<file path="config.mk">
export PLATFORM = sky130hd
export DESIGN_NAME = vga_fb_reader
export DESIGN_NICKNAME = d
export VERILOG_FILES = /design/src/rtl/vga_fb_pkg.sv /design/src/rtl/vga_timing.sv /design/src/rtl/vga_fb_reader.sv
export SDC_FILE = /design/constraint.sdc
export NUM_CORES = 1
export LEC_CHECK = 0
export CORE_MARGIN = 2
export CORE_UTILIZATION = 50
export CTS_CLUSTER_SIZE = 8
export DETAILED_ROUTE_END_ITERATION = 6
export PLACE_DENSITY = 0.75
export RECOVER_POWER = 25
export SYNTH_ARGS = -nofsm -noshare
export SYNTH_HDL_FRONTEND = slang
export SYNTH_SLANG_ARGS = --single-unit
</file>
<file path="constraint.sdc">
create_clock -name clk -period 5.57 [get_ports clk]
set_input_delay 1.114 -clock clk [delete_from_list [all_inputs] [get_ports clk]]
set_output_delay 1.114 -clock clk [all_outputs]
set_load 0.05 [all_outputs]
</file>
<file path="src/rtl/vga_fb_pkg.sv">
// vga_fb_pkg: shared constants and types for the VGA framebuffer reader.
//   - 640x480@60 timing constants (visible, front porch, sync, back porch, total)
//   - framebuffer geometry (WORDS_PER_ROW, PIX_PER_WORD)
//   - rgb444_t colour type and the fixed 16-entry palette
// No ports; imported by vga_timing and vga_fb_reader.
package vga_fb_pkg;

  localparam int H_VISIBLE = 640;
  localparam int H_FRONT   = 16;
  localparam int H_SYNC    = 96;
  localparam int H_BACK    = 48;
  localparam int H_TOTAL   = H_VISIBLE + H_FRONT + H_SYNC + H_BACK;  // 800

  localparam int V_VISIBLE = 480;
  localparam int V_FRONT   = 10;
  localparam int V_SYNC    = 2;
  localparam int V_BACK    = 33;
  localparam int V_TOTAL   = V_VISIBLE + V_FRONT + V_SYNC + V_BACK;  // 525

  localparam int WORDS_PER_ROW = 20;
  localparam int PIX_PER_WORD  = 8;

  typedef struct packed {
    logic [3:0] r;
    logic [3:0] g;
    logic [3:0] b;
  } rgb444_t;

  // Element [0] is the rightmost literal, so index 0 is black.
  localparam logic [15:0][11:0] PALETTE = {
    12'hFFF, 12'hFF5, 12'hF5F, 12'hF55,
    12'h5FF, 12'h5F5, 12'h55F, 12'h555,
    12'hAAA, 12'hA50, 12'hA0A, 12'hA00,
    12'h0AA, 12'h0A0, 12'h00A, 12'h000
  };

  function automatic rgb444_t palette_lookup(input logic [3:0] idx);
    return rgb444_t'(PALETTE[idx]);
  endfunction

endpackage

</file>
<file path="src/rtl/vga_timing.sv">
// vga_timing: pixel-tick divider plus 800x525 raster counters.
// Ports:
//   clk, reset    - single clock, synchronous active-high reset
//   tick          - one-clk strobe every CLK_DIV clks; h/v advance on it
//   h, v          - current raster position (h 0..799, v 0..524)
//   hsync_n       - combinational active-low HS decode for the current h
//   vsync_n       - combinational active-low VS decode for the current v
//   visible       - current h/v is inside the 640x480 active area
//   frame_start   - registered one-clk pulse for the tick at h=0, v=0; it
//                   lines up with the registered colour of that pixel
module vga_timing
  import vga_fb_pkg::*;
#(
  parameter int CLK_DIV = 4
) (
  input  logic       clk,
  input  logic       reset,
  output logic       tick,
  output logic [9:0] h,
  output logic [9:0] v,
  output logic       hsync_n,
  output logic       vsync_n,
  output logic       visible,
  output logic       frame_start
);

  logic [3:0] div;

  assign tick = (div == 4'(CLK_DIV - 1));

  always_ff @(posedge clk) begin
    if (reset) begin
      div         <= 4'd0;
      h           <= 10'd0;
      v           <= 10'd0;
      frame_start <= 1'b0;
    end else begin
      frame_start <= tick && (h == 10'd0) && (v == 10'd0);
      if (tick) begin
        div <= 4'd0;
        if (h == 10'(H_TOTAL - 1)) begin
          h <= 10'd0;
          v <= (v == 10'(V_TOTAL - 1)) ? 10'd0 : v + 10'd1;
        end else begin
          h <= h + 10'd1;
        end
      end else begin
        div <= div + 4'd1;
      end
    end
  end

  always_comb begin
    hsync_n = !((h >= 10'(H_VISIBLE + H_FRONT)) &&
                (h <  10'(H_VISIBLE + H_FRONT + H_SYNC)));
    vsync_n = !((v >= 10'(V_VISIBLE + V_FRONT)) &&
                (v <  10'(V_VISIBLE + V_FRONT + V_SYNC)));
    visible = (h < 10'(H_VISIBLE)) && (v < 10'(V_VISIBLE));
  end

endmodule

</file>
<file path="src/rtl/vga_fb_reader.sv">
// vga_fb_reader: scans a 160x120, 4-bit-indexed framebuffer out of data
// memory through a read-only io port and drives a 640x480 VGA output.
// Each framebuffer pixel covers a 4x4 block of VGA pixels.
// Ports:
//   clk, reset          - single clock, synchronous active-high reset
//   test_mode           - only with VGA_FB_TESTPATTERN_EN: vertical colour
//                         bars from h[9:6], no memory fetches
//   wEn, memDataIn      - memory write side, tied to 0
//   addr                - memory word address, held between fetches
//   memDataOut          - read data, valid one clk after addr
//   VGA_R/G/B           - registered RGB444, forced 0 in blanking
//   VGA_HS/VGA_VS       - registered active-low syncs
//   frame_start         - one-clk pulse with the colour of pixel (0,0)
// Build option: define VGA_FB_TESTPATTERN_EN to add the test_mode port.
module vga_fb_reader
  import vga_fb_pkg::*;
#(
  parameter int          CLK_DIV = 4,
  parameter logic [11:0] FB_BASE = 12'h600
) (
  input  logic        clk,
  input  logic        reset,
`ifdef VGA_FB_TESTPATTERN_EN
  input  logic        test_mode,
`endif
  output logic        wEn,
  output logic [11:0] addr,
  output logic [31:0] memDataIn,
  input  logic [31:0] memDataOut,
  output logic [3:0]  VGA_R,
  output logic [3:0]  VGA_G,
  output logic [3:0]  VGA_B,
  output logic        VGA_HS,
  output logic        VGA_VS,
  output logic        frame_start
);

  logic        tick;
  logic [9:0]  h;
  logic [9:0]  v;
  logic        hsync_n;
  logic        vsync_n;
  logic        visible;

  logic [31:0] cur;
  logic [31:0] nxt;
  logic [31:0] word_sel;
  logic [3:0]  pix_idx;
  logic        fetch_pix;
  logic        fetch_row;
  logic        fetch_p1;
  logic        fetch_p2;
  logic [7:0]  row_next;
  logic [11:0] addr_next;
  rgb444_t     rgb_q;

  vga_timing #(
    .CLK_DIV (CLK_DIV)
  ) u_timing (
    .clk         (clk),
    .reset       (reset),
    .tick        (tick),
    .h           (h),
    .v           (v),
    .hsync_n     (hsync_n),
    .vsync_n     (vsync_n),
    .visible     (visible),
    .frame_start (frame_start)
  );

  assign wEn       = 1'b0;
  assign memDataIn = 32'd0;
  assign VGA_R     = rgb_q.r;
  assign VGA_G     = rgb_q.g;
  assign VGA_B     = rgb_q.b;

  always_comb begin
    // At the start of each 32-pixel word span, prefetch the following word.
    // The last word of a row has no successor, so h=608 issues nothing.
    fetch_pix = tick && visible && (h[4:0] == 5'd0) &&
                (h != 10'((WORDS_PER_ROW - 1) * 32));
    // At the end of every line, preload word 0 of the row the next line
    // shows (wrapping from line 524 to row 0).
    fetch_row = tick && (h == 10'(H_TOTAL - 1)) &&
                ((v < 10'(V_VISIBLE - 1)) || (v == 10'(V_TOTAL - 1)));
`ifdef VGA_FB_TESTPATTERN_EN
    if (test_mode) begin
      fetch_pix = 1'b0;
      fetch_row = 1'b0;
    end
`endif

    // Framebuffer row of line v+1: (v+1)>>2, with 524 wrapping to 0.
    row_next = v[9:2] + {7'd0, &v[1:0]};
    if (v == 10'(V_TOTAL - 1)) begin
      row_next = 8'd0;
    end

    if (fetch_row) begin
      addr_next = FB_BASE + {4'd0, row_next} * 12'(WORDS_PER_ROW);
    end else begin
      addr_next = FB_BASE + {4'd0, v[9:2]} * 12'(WORDS_PER_ROW) +
                  {7'd0, h[9:5]} + 12'd1;
    end

    // On a word boundary the new word is taken from nxt; if its read data
    // is arriving on this very clk (only possible with CLK_DIV=2), bypass
    // the capture register and use memDataOut directly.
    word_sel = cur;
    if (h[4:0] == 5'd0) begin
      word_sel = fetch_p2 ? memDataOut : nxt;
    end
    pix_idx = word_sel[{h[4:2], 2'b00} +: 4];
`ifdef VGA_FB_TESTPATTERN_EN
    if (test_mode) begin
      pix_idx = h[9:6];
    end
`endif
  end

  always_ff @(posedge clk) begin
    if (reset) begin
      cur      <= 32'd0;
      nxt      <= 32'd0;
      fetch_p1 <= 1'b0;
      fetch_p2 <= 1'b0;
      addr     <= FB_BASE;
      rgb_q    <= '0;
      VGA_HS   <= 1'b1;
      VGA_VS   <= 1'b1;
    end else begin
      // addr is registered on the fetch tick; read data is valid one clk
      // later and is captured into nxt on the clk after that.
      fetch_p1 <= fetch_pix || fetch_row;
      fetch_p2 <= fetch_p1;
      if (fetch_p2) begin
        nxt <= memDataOut;
      end
      if (fetch_pix || fetch_row) begin
        addr <= addr_next;
      end
      if (tick) begin
        if (visible && (h[4:0] == 5'd0)) begin
          cur <= word_sel;
        end
        rgb_q  <= visible ? palette_lookup(pix_idx) : '0;
        VGA_HS <= hsync_n;
        VGA_VS <= vsync_n;
      end
    end
  end

endmodule

</file>
==> run_results.csv <==
group,metric,value,unit
job,cap_violations,2,
synth,avgSynthCellArea,8.86,um2
detailed_routing,drt_iter0_drc,242,
synth,syn-cell-area,6050,um2
grt,grt_max_degree,65,
timing,slew_headroom,-38.1,%
worst_setup_path,critPathMaxFanout,14,
clock_network,clock_path_buffers,2,
clock_network,cts_setup_buffers,0,
power,clockPowerShare,39.3,%
worst_setup_path,rr_startpoint,"u_timing.v[4]",
clock_network,cts_tree,"done",
power,p_switching,0.469,mW
placement,dp.final_hpwl,9790,um
worst_setup_path,r2r_cells,14,
min_path,holdPathEnd,"fetch_p2",
detailed_routing,drc_errors,0,
synth,synth_enable_flop_cells,0,
status,status,"finished, violations left",
power,seqPwrFrac,49.6,%
min_path,hold_path_depth,1,
clock_network,clk_pin_slew,0.08,ns
worst_setup_path,arrival,4.90,ns
synth,synth_flop_cell,"dfxtp_1",
timing,timing.final.hold_violations,0,
synth,synth_area_leader_cell,"dfxtp_1",
layout,antennaDiodeCount,0,
synth,synth_cell_types,71,
clock_network,clock_sinks,110,
grt,grtUsageTotal,21.0,%
timing,fin_setup_tns,0,ns
grt,gr-total-overflow,0,
timing,fmax,0.211,GHz
worst_setup_path,path_class,"register to register",
clock_network,cts_made_buffers,9,
min_path,holdCritPathClass,"register to register",
layout,nets,779,
timing,setup_viol,0,
floorplan,die_h,114,um
timing,slew_violations,88,
synth,yosys-top-cells-area,"dfxtp_1 (36%), ha_1 (7.0%), nor2_1 (6.3%), mux2i_1 (6.3%), buf_4 (5.3%)",
synth,async_flop_share,0,%
synth,ys_seq_area_share,36.4,%
floorplan,die_x,114,um
worst_setup_path,cp_slowest_stage_delay,0.64,ns
power,combPwrFrac,11.1,%
synth,yosysTopAreaCellShare,36.4,%
placement,dpl.cell_count,845,
clock_network,cts-root-buf,"clkbuf_16",
worst_setup_path,r2r_end,"addr[11]",
floorplan,io-pin-count,94,
worst_setup_path,slowest_stage,"or4_4",
worst_setup_path,r2r_setup_slack,0.82,ns
floorplan,rows,40,
worst_setup_path,worstSetupStartpointType,"register",
detailed_routing,via_per_inst,5.56,
clock_network,clk_latency,0.36,ns
timing,period_share,85.2,%
detailed_routing,vias,4788,
detailed_routing,first_pass_iters,4,
floorplan,dieArea,13000,um2
detailed_routing,ant_nets,0,
timing,clock_skew,0.0107,ns
worst_setup_path,crit_path_end_kind,"register",
detailed_routing,routed_wl,13500,um
clock_network,cts_hold_buf,0,
worst_setup_path,crit_chain,"or4_4, nor3_1, nor2_1, ha_1, ha_1, fa_1, a21o_1, a21oi_1, xor2_1, ha_1, or4_1, and4_1, o32ai_2, a211oi_2",
worst_setup_path,cp_top_family,"simple AND/OR/NAND/NOR gates",
floorplan,core,11900,um2
status,violations,"capacitance limit, slew limit",
layout,stdcell_count,861,
power,power.share.switching,28.3,%
placement,portBuffers,60,
timing,rsz0062_at_grt,"false",
clock_network,cts_resized,0,
synth,synth_cells,683,
placement,gp_congestion,0.918,
timing,min_period,4.75,ns
worst_setup_path,cp_num_buf_inv,0,
clock_network,htree_levels,3,
power,ir_drop,0.214,mV
min_path,hold_path_startpoint,"fetch_p1",
worst_setup_path,crit_top_cell,"ha_1",
synth,ys_warn_count,0,
worst_setup_path,crit_required,5.72,ns
synth,synth_seq_cells,110,
power,power.leakage,2.54,nW
detailed_routing,wl_per_cell,15.7,um
power,power_per_cell_area,244,nW/um2
layout,syn2layout_area_growth,12.0,%
layout,drive_gt1_share,6.16,%
floorplan,start_util,50.8,%
timing,tightest_slew,2.07,ns
power,p_int,1.19,mW
grt,grt_pass1_wl,21800,um
grt,grt_pass1_vias,4503,
grt,antenna_found_initial,0,
## power groups by stage
stage                     sequential (mW)  clock (mW)  combinational, mW
after floorplan                     0.847           0              0.144
after global placement              0.840           0              0.181
after detailed placement            0.841           0              0.185
after CTS                           0.822       0.660              0.185
after global routing                0.825       0.690              0.199
final                               0.822       0.650              0.185
## synth_stat cells (4+ instances only)
cell type	n
a211oi_1	29
a21o_1	6
a21oi_1	41
and3_1	4
buf_1	5
buf_2	14
buf_4	43
clkbuf_1	16
dfxtp_1	110
ha_1	34
inv_1	10
mux2i_1	38
nand2_1	50
nand3_1	10
nand4_1	9
nor2_1	102
nor2b_1	9
nor3_1	12
nor4_1	5
o211ai_1	6
o21ai_0	19
or4_1	4
xnor2_1	16
xor2_1	21
## registers in the layout, summed over array words and instances (netlist names)
name / flops
cur: 32
addr: 12
fetch_p1: 1
nxt: 32
VGA_G: 2
u_timing.frame_start: 1
u_timing.div: 4
u_timing.v: 10
VGA_VS: 1
VGA_R: 2
VGA_HS: 1
fetch_p2: 1
VGA_B: 1
u_timing.h: 10
## area by class of cell
type,instances,area (um2)
clock inverters,7,75.1
repair buffers,62,606
clock buffers,9,225
multi-input cells,515,3440
inverters,11,41.3
well taps,147,184
flip-flops and latches,110,2200
fillers,1065,5130
## stage by stage
step	area, um2	hold slack, ns	worst slack (ns)	utilization, %	total power, mW
floorplan	6170	0.414	1.43	-	0.991
global placement	6480	0.429	1.14	54.4	1.02
detailed placement	6480	0.429	0.953	54.4	1.03
CTS	6780	0.441	0.928	56.9	1.67
global route	6780	0.457	0.636	56.9	1.71
finish	6780	0.437	0.823	56.9	1.66
## how the worst max path moves through the flow
stage	depth (start not counted)	slack, ns	endpoint	start
CTS	14	0.93	addr[11]	u_timing.v[4]
global placement	14	1.14	addr[11]	u_timing.v[4]
global route	14	0.64	addr[11]	u_timing.v[4]
floorplan	15	1.43	addr[11]	u_timing.v[5]
finish	14	0.82	addr[11]	u_timing.v[4]
detailed placement	14	0.95	addr[11]	u_timing.v[4]
## routing by layer
| metal | track usage, % | up-vias | share of wire [%] |
|---|---|---|---|
| met5 | 0 | - | 0 |
| met1 | 26.3 | 2260 | 44 |
| li1 | - | 2382 | - |
| met4 | 7.07 | 0 | 2.2 |
| met2 | 36.1 | 128 | 49 |
| met3 | 4.46 | 18 | 4.6 |
## cells by family (layout without fill, tap and decap cells)
| logic type | count (synthesis) | count (layout) | share of synthesized area, % |
|---|---|---|---|
| AOI/OAI and AO/OA | 133 | 133 | 15.1 |
| xor gates and xnor gates | 37 | 37 | 5.36 |
| adders and majority gates | 36 | 36 | 7.69 |
| buffers and inverters | 90 | 89 | 8.67 |
| DFF | 110 | 110 | 36.4 |
| muxes | 43 | 43 | 8.02 |
| other | 1 | 33 | 0.0620 |
| and+or+nand+nor | 233 | 233 | 18.7 |
## cell usage in the layout (no fill, tap or decap), drive strengths merged, types with 9 or more instances in the layout
master / instances
ha: 34
a211oi: 30
xor2: 21
xnor2: 16
conb: 33
nor2b: 9
dfxtp: 110
nor3: 12
a21oi: 41
o21ai: 21
nand4: 9
nand2: 51
mux2i: 38
inv: 14
clkbuf: 11
clkdlybuf4s50: 59
nand3: 10
nor2: 104
Note: power is estimated with default switching activity, not from simulation.
